File: config.mk
export PLATFORM = sky130hd
export DESIGN_NAME = alu_vector_sequencer
export DESIGN_NICKNAME = d
export VERILOG_FILES = /design/src/rtl/alu_vector_sequencer.sv
export SDC_FILE = /design/constraint.sdc
export NUM_CORES = 1
export LEC_CHECK = 0
export ABC_AREA = 1
export BUFFER_PORTS_ARGS = -buffer_cell sky130_fd_sc_hd__buf_2
export CORE_AREA = 3 3 196 198
export DETAILED_ROUTE_END_ITERATION = 8
export DIE_AREA = 0 0 199 201
export GPL_TIMING_DRIVEN = 0
export HOLD_SLACK_MARGIN = 0.05
export PLACE_DENSITY = 0.79
export SETUP_SLACK_MARGIN = 0.05
export SYNTH_ARGS = -nofsm -noshare
export SYNTH_HDL_FRONTEND = slang
export SYNTH_SLANG_ARGS = --single-unit
File: constraint.sdc
create_clock -name clk -period 5.8 [get_ports clk]
set_input_delay 1.16 -clock clk [delete_from_list [all_inputs] [get_ports clk]]
set_output_delay 1.16 -clock clk [all_outputs]
set_load 0.01 [all_outputs]
File: src/rtl/alu_vector_sequencer.sv
// Streams one packed vector operation through a shared scalar ALU, one lane per cycle,
// collecting lane results and reducing the ALU flags into vector-level status.
//
// state | meaning
// IDLE  | ready for a new operation; results from the last one are held
// RUN   | driving lane idx into the ALU and capturing its result
// DONE  | one-cycle completion pulse, then back to IDLE
module alu_vector_sequencer #(
    parameter int N     = 32,
    parameter int LANES = 4
) (
    input  logic               clk,
    input  logic               rst,
    input  logic               start,
    input  logic [2:0]         opcode,
    input  logic [N*LANES-1:0] vec_a,
    input  logic [N*LANES-1:0] vec_b,
    output logic               ready,
    output logic               busy,
    output logic               done,
    output logic [N*LANES-1:0] vec_result,
    output logic               c_any,
    output logic               o_any,
    output logic               n_any,
    output logic               z_all,
    output logic               err,
    output logic [2:0]         alu_opcode,
    output logic [N-1:0]       alu_a,
    output logic [N-1:0]       alu_b,
    input  logic [N-1:0]       alu_result,
    input  logic               alu_c,
    input  logic               alu_o,
    input  logic               alu_n,
    input  logic               alu_z
);

    localparam int IW = $clog2(LANES);
    localparam logic [IW-1:0] LAST = IW'(LANES - 1);

    typedef enum logic [1:0] {IDLE, RUN, DONE} state_t;

    state_t             state;
    logic [IW-1:0]      idx;
    logic [IW-1:0]      nxt_idx;
    logic [N*LANES-1:0] op_a;
    logic [N*LANES-1:0] op_b;
    logic               reserved_op;
    logic               div_by_zero;

    // alu_opcode doubles as the latched opcode for the whole operation
    assign reserved_op = (alu_opcode == 3'b100) || (alu_opcode == 3'b110) ||
                         (alu_opcode == 3'b111);
    assign div_by_zero = ((alu_opcode == 3'b011) || (alu_opcode == 3'b101)) &&
                         (alu_b == '0);
    assign nxt_idx     = idx + 1'b1;

    always_ff @(posedge clk) begin
        if (rst) begin
            state      <= IDLE;
            idx        <= '0;
            op_a       <= '0;
            op_b       <= '0;
            vec_result <= '0;
            c_any      <= 1'b0;
            o_any      <= 1'b0;
            n_any      <= 1'b0;
            z_all      <= 1'b0;
            err        <= 1'b0;
            ready      <= 1'b1;
            busy       <= 1'b0;
            done       <= 1'b0;
            alu_opcode <= 3'b000;
            alu_a      <= '0;
            alu_b      <= '0;
        end else begin
            done <= 1'b0;
            case (state)
                IDLE: begin
                    if (start) begin
                        op_a       <= vec_a;
                        op_b       <= vec_b;
                        alu_opcode <= opcode;
                        alu_a      <= vec_a[N-1:0];
                        alu_b      <= vec_b[N-1:0];
                        vec_result <= '0;
                        c_any      <= 1'b0;
                        o_any      <= 1'b0;
                        n_any      <= 1'b0;
                        z_all      <= 1'b1;
                        err        <= 1'b0;
                        idx        <= '0;
                        ready      <= 1'b0;
                        busy       <= 1'b1;
                        state      <= RUN;
                    end
                end
                RUN: begin
                    // Guarded lanes read as zero and keep the ALU flags out of the reduction
                    if (reserved_op || div_by_zero) begin
                        vec_result[idx*N +: N] <= '0;
                        err                    <= 1'b1;
                    end else begin
                        vec_result[idx*N +: N] <= alu_result;
                        c_any                  <= c_any | alu_c;
                        o_any                  <= o_any | alu_o;
                        n_any                  <= n_any | alu_n;
                        z_all                  <= z_all & alu_z;
                    end
                    if (idx == LAST) begin
                        idx   <= '0;
                        alu_a <= '0;
                        alu_b <= '0;
                        busy  <= 1'b0;
                        done  <= 1'b1;
                        state <= DONE;
                    end else begin
                        idx   <= nxt_idx;
                        alu_a <= op_a[nxt_idx*N +: N];
                        alu_b <= op_b[nxt_idx*N +: N];
                    end
                end
                DONE: begin
                    ready <= 1'b1;
                    state <= IDLE;
                end
                default: begin
                    ready <= 1'b1;
                    busy  <= 1'b0;
                    state <= IDLE;
                end
            endcase
        end
    end

endmodule
==> results.py <==
metrics = {
    "status": {
        "outcome": "complete, no violations",
    },
    "sta": {
        "tightestPinTransition_ps": 959,
        "rsz0062_at_grt": "false",
        "layout_setup_ws_ps": 2240,
        "hold_viol_final": 0,
        "slew_viol_final": 0,
        "tns_ps": 0,
        "slew_headroom_pct": 36.1,
        "fmax_mhz": 281,
        "setup_viol": 0,
        "finalCriticalPeriod_ps": 3560,
        "clock_skew_ps": 17.0,
        "fin_crit_sh_pct": 61.3,
    },
    "detailed_routing": {
        "drt-total-wl_um": 71700,
        "firstDrtPassIters": 6,
        "ant_nets": 0,
        "drcViolationCount": 0,
        "routed-via-count": 20568,
        "drt-initial-drc-count": 1968,
        "avgViaCountPerCell": 5.64,
        "avgRoutedWirePerCell_um": 19.7,
    },
    "synth": {
        "yosys_warnings": 0,
        "ys_seq_elements": 463,
        "syn_area_per_cell_um2": 7.32,
        "syn_nets": 2892,
        "synth_area_um2": 18900,
        "synth_cell_types": 31,
        "netlist.area_leader.share_pct": 48.9,
        "seq_area_frac_synth_pct": 48.9,
        "synth.area.top_cells": "dfxtp_1 (49%), o21ai_0 (12%), nor2_1 (11%)",
        "synthesis.instances": 2589,
        "yosysTopAreaCell": "dfxtp_1",
    },
    "floorplan": {
        "initial_core_util_pct": 51.6,
        "coreArea_um2": 36700,
        "fp.dieW_um": 199,
        "dieArea_um2": 40000,
        "fp.dieH_um": 201,
        "ios": 501,
        "num_rows": 70,
    },
    "clocking": {
        "post_cts_resized": 0,
        "insertion_delay_ps": 560,
        "cts_tree": "done",
        "clk_pin_slew_ps": 60,
        "cts_hold_buffers": 0,
        "cts_max_path_buffers": 3,
        "clock_sinks": 463,
        "htreeDepth": 2,
        "root_buffer": "clkbuf_16",
        "post_cts_buffers": 0,
        "numCtsBuffers": 48,
    },
    "layout": {
        "fin_util_pct": 64.3,
        "final_common_cell": "buf_2",
        "fin_nets": 3441,
        "area_delta_synth_final_pct": 24.5,
        "drive_above_1_share_pct": 21.9,
        "finalNonFillerCells": 3646,
        "mostFrequentLayoutCells": "buf_2 (575), nor2_1 (545), dfxtp_1 (463)",
    },
    "worst_hold_path": {
        "holdCritStartpoint": "vec_result[103]",
        "hp-class": "register to register",
    },
    "setup_path": {
        "worstSetupStartpoint": "idx[0]",
        "max_stage_delay_ps": 500,
        "crit_buf_inv": 7,
        "crit_path_end_kind": "register",
        "crit_slowest_cell": "buf_1",
        "r2r-start": "idx[0]",
        "path_delay_family": "buffers and inverters",
        "worstPathCellList": "buf_2 -> inv_2 -> buf_2 -> buf_1 -> ha_1 -> buf_2 -> buf_2 -> clkbuf_1 -> o21ai_0 -> o21ai_0 -> nand2_1 -> a31oi_1",
        "critPathKind": "register to register",
        "required_ps": 6280,
        "worstPathArrival_ps": 4040,
        "crit_fanout": 12,
        "crit_top_cell": "buf_2",
        "start_kind": "register",
    },
    "power_and_ir_drop": {
        "power_density_nw_per_um2": 326,
        "p_leak_nw": 10.3,
        "ir_drop_v": 0.000207,
        "power_mw": 7.69,
    },
    "grt": {
        "grt_max_degree": 14,
        "antenna_found_initial": 6,
        "use_met1_pct": 43.6,
        "groute.layer.met2.usage_pct": 56.2,
        "grt_pass1_wl_um": 108000,
        "grt_busiest_layer": "met2",
        "track_usage_pct": 33.9,
        "first_global_vias": 19559,
        "grt_overflow": 0,
        "grt_use_met3_pct": 6.26,
    },
    "place": {
        "pre_cts_ws_ps": 2290,
        "portBuffers": 499,
        "place.gp.congestion": 0.938,
        "dp_hpwl_um": 54200,
        "post-place-cells": 3556,
    },
    "job": {
        "max_cap_violations": 0,
    },
}
==> worst min-delay path, delay by kind of cell (launching register included) <==
| kind | cells | cell delay, ps |
|---|---|---|
| DFF | 1 | 300 |
| and+or+nand+nor | 2 | 100 |
==> synth_stat cells (all sizes together) <==
library cell	number
ha	5
nor3b	32
buf	96
or2	2
clkbuf	117
o21ai	459
a21oi	177
a22o	1
dfxtp	463
o22ai	62
o21a	1
o21bai	1
inv	82
nor4	1
nand3	68
nand2	407
a31oi	62
nor3	2
nor2	551
==> layout make-up <==
type	count	area (um2)
inverters	82	310
multi-input cells	1831	8430
flip-flops and latches	463	9270
plain buffers	213	936
clock buffers	73	1430
diodes	5	12.5
clock inverters	12	113
fillers	3415	13100
well taps	468	586
repair buffers	499	2500
==> path summary, 6_finish.rpt <==
check	cells after the start	slack (ps)	to
setup / recovery	12	2240	alu_b[7]
hold / removal	2	450	vec_result[103]
setup reg to reg	12	2240	alu_b[7]
hold reg to reg	2	450	vec_result[103]
==> per-stage QoR <==
stage	hold slack (ps)	cell area, um2
2_1_floorplan	430	18900
3_3_place_gp	433	22000
3_5_place_dp	434	22000
4_1_cts	449	23600
5_1_grt	470	23600
6_report	446	23600
==> report_power, final <==
group	internal, mW	total [mW]	switching (mW)
Sequential	3.38	3.50	0.113
Combinational	0.378	1.15	0.768
Clock	1.78	3.05	1.27
Total	5.54	7.69	2.15
==> sequential cells by signal, summed over array words and instances, names as in the netlist <==
signal	flops
c_any	1
alu_a	32
alu_opcode	3
o_any	1
alu_b	32
ready	1
state	2
err	1
busy	1
z_all	1
n_any	1
op_b	128
idx	2
op_a	128
done	1
vec_result	128
==> routing by layer <==
layer  share of wire [%]  up-vias
met4                 4.4        4
met2                  47     1172
met5               0.021        -
li1                    -     9698
met1                  40     9504
met3                 9.3      190
==> kinds of logic (layout without fill, tap and decap cells) <==
| kind of cell | after synthesis | in the layout | share of synthesized area, % |
|---|---|---|---|
| other | 0 | 5 | 0 |
| adders and majority gates | 5 | 5 | 0.330 |
| DFF | 463 | 463 | 48.9 |
| buffers and inverters | 295 | 879 | 6.58 |
| AOI/OAI and AO/OA | 763 | 763 | 21.1 |
| and+or+nand+nor | 1063 | 1063 | 23.0 |
Note: power is estimated with default switching activity, not from simulation.
